==> src/rtl/icache_refill_unit_if.sv <==
// Instruction memory read bus: the refill unit is the master, the memory is the slave.
interface icache_refill_unit_if #(
    parameter int PLEN = 56
);
    logic            mem_req_valid;
    logic            mem_req_ready;
    logic [PLEN-1:0] mem_req_addr;
    logic            mem_resp_valid;
    logic [31:0]     mem_resp_data;
    logic            mem_resp_error;

    modport master (
        output mem_req_valid, mem_req_addr,
        input  mem_req_ready, mem_resp_valid, mem_resp_data, mem_resp_error
    );

    modport slave (
        input  mem_req_valid, mem_req_addr,
        output mem_req_ready, mem_resp_valid, mem_resp_data, mem_resp_error
    );
endinterface

==> src/rtl/icache_refill_unit.sv <==
// Refills one 8-word instruction cache line from the memory bus and writes it to the fetch stage.
// state | meaning
// IDLE  | waiting for a refill command
// FETCH | issuing word reads and collecting in-order responses
// WRITE | presenting the line to the fetch stage until it is sampled (stall=0)
module icache_refill_unit #(
    parameter int VLEN           = 39,
    parameter int PLEN           = 56,
    parameter int WORDS_PER_LINE = 8
) (
    input  logic                            clock,
    input  logic                            reset,
    input  logic                            stall,
    input  logic                            refill_req,
    input  logic [VLEN-6:0]                 refill_vaddr,
    input  logic [PLEN-6:0]                 refill_paddr,
    input  logic                            refill_abort,
    output logic                            refill_busy,
    output logic                            refill_done,
    output logic                            refill_error,
    icache_refill_unit_if.master            mem,
    output logic [VLEN-6:0]                 cache_port_addr,
    output logic [WORDS_PER_LINE-1:0][31:0] cache_port_data,
    output logic                            cache_port_set
);
    typedef enum logic [1:0] {IDLE, FETCH, WRITE} state_t;

    state_t                          state_q, state_d;
    logic [VLEN-6:0]                 vaddr_q;
    logic [PLEN-6:0]                 paddr_q;
    logic [3:0]                      req_cnt_q, req_cnt_d;
    logic [3:0]                      resp_cnt_q, resp_cnt_d;
    logic                            err_q, err_d;
    logic                            abort_q, abort_d;
    logic                            done_d, error_d;
    logic                            load;
    logic                            req_fire, resp_fire, abort_now;
    logic [WORDS_PER_LINE-1:0][31:0] line_q;

    always_ff @(posedge clock or posedge reset) begin
        if (reset) state_q <= IDLE;
        else       state_q <= state_d;
    end

    always_comb begin
        state_d           = state_q;
        req_cnt_d         = req_cnt_q;
        resp_cnt_d        = resp_cnt_q;
        err_d             = err_q;
        abort_d           = abort_q;
        done_d            = 1'b0;
        error_d           = 1'b0;
        load              = 1'b0;
        req_fire          = 1'b0;
        resp_fire         = 1'b0;
        abort_now         = abort_q || refill_abort;
        mem.mem_req_valid = 1'b0;
        cache_port_set    = 1'b0;
        unique case (state_q)
            IDLE: begin
                if (refill_req) begin
                    load       = 1'b1;
                    req_cnt_d  = '0;
                    resp_cnt_d = '0;
                    err_d      = 1'b0;
                    abort_d    = 1'b0;
                    state_d    = FETCH;
                end
            end
            FETCH: begin
                mem.mem_req_valid = (req_cnt_q < 4'(WORDS_PER_LINE)) && !abort_now;
                req_fire          = mem.mem_req_valid && mem.mem_req_ready;
                // a response with nothing outstanding is a protocol violation and is dropped
                resp_fire         = mem.mem_resp_valid && (resp_cnt_q < req_cnt_q);
                if (req_fire) req_cnt_d = req_cnt_q + 4'd1;
                if (resp_fire) begin
                    resp_cnt_d = resp_cnt_q + 4'd1;
                    err_d      = err_q | mem.mem_resp_error;
                end
                if (refill_abort) abort_d = 1'b1;
                if (abort_now) begin
                    if (resp_cnt_d == req_cnt_d) state_d = IDLE;
                end else if (resp_fire && resp_cnt_q == 4'(WORDS_PER_LINE - 1)) begin
                    if (err_d) begin
                        state_d = IDLE;
                        done_d  = 1'b1;
                        error_d = 1'b1;
                    end else begin
                        state_d = WRITE;
                    end
                end
            end
            WRITE: begin
                cache_port_set = !refill_abort;
                if (refill_abort) begin
                    state_d = IDLE;
                end else if (!stall) begin
                    state_d = IDLE;
                    done_d  = 1'b1;
                end
            end
            default: state_d = IDLE;
        endcase
    end

    always_ff @(posedge clock or posedge reset) begin
        if (reset) begin
            vaddr_q      <= '0;
            paddr_q      <= '0;
            req_cnt_q    <= '0;
            resp_cnt_q   <= '0;
            err_q        <= 1'b0;
            abort_q      <= 1'b0;
            refill_done  <= 1'b0;
            refill_error <= 1'b0;
            line_q       <= '0;
        end else begin
            req_cnt_q    <= req_cnt_d;
            resp_cnt_q   <= resp_cnt_d;
            err_q        <= err_d;
            abort_q      <= abort_d;
            refill_done  <= done_d;
            refill_error <= error_d;
            if (load) begin
                vaddr_q <= refill_vaddr;
                paddr_q <= refill_paddr;
            end
            if (resp_fire) line_q[resp_cnt_q[2:0]] <= mem.mem_resp_data;
        end
    end

    assign refill_busy      = (state_q != IDLE);
    assign mem.mem_req_addr = {paddr_q, req_cnt_q[2:0], 2'b00};
    assign cache_port_addr  = vaddr_q;
    assign cache_port_data  = line_q;
endmodule

==> src/flat_wrapper.sv <==
// flat-port wrapper written by rule: the top's interface ports become plain ports
module icache_refill_unit_flat 
#(
    parameter int VLEN           = 39,
    parameter int PLEN           = 56,
    parameter int WORDS_PER_LINE = 8
)
  (clock, reset, stall, refill_req, refill_vaddr, refill_paddr, refill_abort, refill_busy, refill_done, refill_error, cache_port_addr, cache_port_data, cache_port_set, mem_mem_req_valid, mem_mem_req_addr, mem_mem_req_ready, mem_mem_resp_valid, mem_mem_resp_data, mem_mem_resp_error);
  icache_refill_unit_if #(.PLEN(PLEN)) mem_i ();
  input  logic clock;
  input  logic reset;
  input  logic stall;
  input  logic refill_req;
  input  logic [VLEN-6:0] refill_vaddr;
  input  logic [PLEN-6:0] refill_paddr;
  input  logic refill_abort;
  output logic refill_busy;
  output logic refill_done;
  output logic refill_error;
  output logic [VLEN-6:0] cache_port_addr;
  output logic [WORDS_PER_LINE-1:0][31:0] cache_port_data;
  output logic cache_port_set;
  output wire logic [$bits(mem_i.mem_req_valid)-1:0] mem_mem_req_valid;
  output wire logic [$bits(mem_i.mem_req_addr)-1:0] mem_mem_req_addr;
  input wire logic [$bits(mem_i.mem_req_ready)-1:0] mem_mem_req_ready;
  input wire logic [$bits(mem_i.mem_resp_valid)-1:0] mem_mem_resp_valid;
  input wire logic [$bits(mem_i.mem_resp_data)-1:0] mem_mem_resp_data;
  input wire logic [$bits(mem_i.mem_resp_error)-1:0] mem_mem_resp_error;
  assign mem_mem_req_valid = mem_i.mem_req_valid;
  assign mem_mem_req_addr = mem_i.mem_req_addr;
  assign mem_i.mem_req_ready = mem_mem_req_ready;
  assign mem_i.mem_resp_valid = mem_mem_resp_valid;
  assign mem_i.mem_resp_data = mem_mem_resp_data;
  assign mem_i.mem_resp_error = mem_mem_resp_error;
  icache_refill_unit #(.VLEN(VLEN), .PLEN(PLEN), .WORDS_PER_LINE(WORDS_PER_LINE)) u_core (.clock(clock), .reset(reset), .stall(stall), .refill_req(refill_req), .refill_vaddr(refill_vaddr), .refill_paddr(refill_paddr), .refill_abort(refill_abort), .refill_busy(refill_busy), .refill_done(refill_done), .refill_error(refill_error), .mem(mem_i), .cache_port_addr(cache_port_addr), .cache_port_data(cache_port_data), .cache_port_set(cache_port_set));
endmodule
==> config.mk <==
export PLATFORM = sky130hd
export DESIGN_NAME = icache_refill_unit_flat
export DESIGN_NICKNAME = d
export VERILOG_FILES = /design/src/rtl/icache_refill_unit_if.sv /design/src/rtl/icache_refill_unit.sv /design/src/flat_wrapper.sv
export SDC_FILE = /design/constraint.sdc
export NUM_CORES = 1
export LEC_CHECK = 0
export CORE_MARGIN = 2
export CORE_UTILIZATION = 40
export CTS_BUF_LIST = sky130_fd_sc_hd__clkbuf_8
export DETAILED_ROUTE_END_ITERATION = 6
export PLACE_DENSITY_LB_ADDON = 0.08
export SLEW_MARGIN = 20
export SYNTH_ARGS = -nofsm -noshare
export SYNTH_HDL_FRONTEND = slang
export SYNTH_SLANG_ARGS = --single-unit
==> constraint.sdc <==
create_clock -name clock -period 21.8 [get_ports clock]
set_clock_uncertainty 0.05 [all_clocks]
set_input_delay 2.18 -clock clock [delete_from_list [all_inputs] [get_ports clock]]
set_output_delay 2.18 -clock clock [all_outputs]
set_load 0.03 [all_outputs]
==> out/metrics.csv <==
stage,metric,value,unit
cells_and_area,syn_to_final_growth,47.1,%
power_and_ir_drop,p_per_area,125,mW/mm2
routing,drt_first_pass_iters,4,
critical_path,rrSetupSlack,18.42,ns
power_and_ir_drop,ir_drop,0.0000710,V
critical_path,path_class,primary input to primary output,
cells_and_area,drive_above_1_share,31.8,%
routing,vias_per_cell,4.90,
outcome,status,finished clean,
min_path,hp-class,register to register,
cells_and_area,fillers,2748,
die,fp.dieW,189,um
cells_and_area,final-instance-count-excl-fill,1859,
synth,async_reset_ff_share,100,%
cts,cts_sinks,355,
die,dieHeight,189,um
timing,fin_ws,15.60,ns
grt,grt_max_degree,103,
die,fp.dieArea,0.0358,mm2
cts,cts_tree,built,
grt,grtUsageTotal,21.6,%
cts,root_buffer,clkbuf_8,
synth,synth_top_flop_cell,dfrtp_1,
grt,grt_pass1_wl,59.1,mm
timing,rsz0062_at_grt,false,
synth,synth_edf_count,0,
timing,worst_pin_slew,0.963,ns
die,placementRows,67,
synth,ys_ff_latch,355,
die,initial_core_util,40.8,%
critical_path,r2r_end,u_core.cache_port_data[25],
synth,netlist_instances,860,
cells_and_area,fin_area,0.0202,mm2
grt,antenna_found_initial,0,
timing,setup_viol,0,
synth,synthesis.area,0.0137,mm2
placed_design,dpl.hpwl,26.5,mm
min_path,min_path_cells,1,
cts,clockBufferDepth,3,
cts,clkTransAtPathRegs,0.06,ns
timing,fin_crit_sh,28.5,%
power_and_ir_drop,power,2.51,mW
placed_design,dp_slack,15.61,ns
die,core_area,0.0336,mm2
cts,worst_skew_pair.late_latency,0.60,ns
routing,ant_nets,0,
synth,ys_seq_area_share,64.8,%
grt,grt_overflow,0,
timing,slew_headroom,35.8,%
cells_and_area,num-nets-final,1497,
die,io_pins,476,
synth,syn_avg_cell_area,16.0,um2
critical_path,critPathMaxFanout,6,
min_path,min_from,u_core.cache_port_data[87],
cts,cts_setup_buffers,0,
run,max_cap_viol_count,0,
synth,ys_warn_count,0,
routing,vias,9116,
cells_and_area,layout_common_cells,"clkdlybuf4s50_1 (473), dfrtp_1 (355), mux2_2 (337)",
synth,ys_types,42,
cells_and_area,fin_util,60.0,%
critical_path,r2r_cells,7,
cts,cts.repair.resized,0,
placed_design,postPlaceCellArea,0.0190,mm2
placed_design,place_congestion,0.800,
power_and_ir_drop,leakage,9.24,nW
cts,cts_htree_levels,2,
critical_path,reg2reg_from,u_core.resp_cnt_q[1],
timing,period_minus_slack,6.20,ns
timing,fin_hold_ws,0.437,ns
critical_path,start_kind,primary input,
timing,fmax,0.161,GHz
critical_path,required,19.57,ns
critical_path,crit_arrival,3.97,ns
cells_and_area,num_antenna_cells,0,
routing,drc_errors,0,
grt,first_global_vias,9592,
timing,slew_viol_final,0,
routing,drt-initial-drc-count,314,
critical_path,endpoint_kind,primary output,
timing,setup_tns,0,ns
routing,avgRoutedWirePerCell,21.0,um
placed_design,place_inst,1750,
routing,drt-total-wl,39.1,mm
min_path,min_to,u_core.cache_port_data[87],
timing,hold_viol,0,
placed_design,port_buffers,473,
cts,cts_buffers,60,
cells_and_area,final_common_cell,clkdlybuf4s50_1,
cts,postCtsHoldBufs,0,
-- power breakdown --
group	switching, mW	internal (mW)	total, mW
combinational	0.562	0.455	1.02
sequential	0.0870	0.824	0.911
clock	0.264	0.321	0.585
-- worst max-delay path by stage --
stage / slack, ns / startpoint / end
floorplan: 9.72 / reset / u_core.abort_q
global placement: 15.60 / refill_abort / mem_mem_req_valid
detailed placement: 15.61 / refill_abort / mem_mem_req_valid
CTS: 15.60 / refill_abort / mem_mem_req_valid
global route: 15.55 / refill_abort / mem_mem_req_valid
finish: 15.60 / refill_abort / mem_mem_req_valid
-- routing by layer --
metal	vias to the layer above	GRT usage (%)	wire [um]
met5	-	0	0
met3	83	7.66	3260
met1	4628	25.8	15300
li1	4081	-	-
met2	324	36.2	19200
met4	0	7.57	1260
-- cells in the mapped netlist, types with 2 or more instances --
| master | count | area share, % |
|---|---|---|
| mux2_2 | 337 | 28 |
| nand2b_1 | 3 | 0.14 |
| buf_2 | 11 | 0.40 |
| ha_1 | 8 | 0.73 |
| buf_1 | 13 | 0.36 |
| nand3_1 | 4 | 0.15 |
| mux2_1 | 4 | 0.33 |
| nor2_1 | 6 | 0.16 |
| nor4_1 | 3 | 0.14 |
| xnor2_1 | 7 | 0.45 |
| nand2_1 | 11 | 0.30 |
| and3_1 | 2 | 0.091 |
| dfrtp_1 | 355 | 65 |
| mux2i_1 | 2 | 0.15 |
| nand4_1 | 4 | 0.18 |
| inv_1 | 11 | 0.30 |
| nor3_1 | 10 | 0.36 |
| a22o_1 | 2 | 0.13 |
| a21oi_1 | 14 | 0.51 |
| buf_4 | 5 | 0.27 |
| o221ai_1 | 2 | 0.13 |
| nor2b_1 | 2 | 0.091 |
| o21ai_0 | 11 | 0.40 |
| o211ai_1 | 2 | 0.11 |
| clkbuf_1 | 14 | 0.38 |
-- state kept, by name, summed over array words and instances, names as in the netlist --
signal and flops:
u_core.cache_port_addr 34, u_core.resp_cnt_q 4, u_core.state_q 2, u_core.err_q 1, u_core.refill_done 1, u_core.paddr_q 51, u_core.abort_q 1, u_core.refill_error 1
u_core.req_cnt_q 4, u_core.cache_port_data 256
-- logic make-up after synthesis --
family          after synthesis  synth area share, %
mux                         343                 28.1
simple gates                 51                 2.13
buf+inv                      55                 1.81
compound gates               39                 1.79
fa+ha+maj                     8                0.730
xor+xnor                      8                0.620
flops                       355                 64.8
other cells                   1               0.0273
-- layout make-up --
class                           instances  area, um2  share of cell area [%]
Tap cell                              448        561                    2.78
Clock buffer                           79       1090                    5.39
Multi-Input combinational cell        451       4650                    23.1
Timing Repair Buffer                  485       4820                    23.9
Sequential cell                       355       8880                    44.0
Inverter                               11       48.8                   0.242
Clock inverter                         30        125                   0.620
-- worst max-delay path, cell delays in order --
cell	delay, ns
clkdlybuf4s50_1	0.55
or3_1	0.39
nor2_1	0.14
clkdlybuf4s50_1	0.70
(Power assumes the default switching activity.)
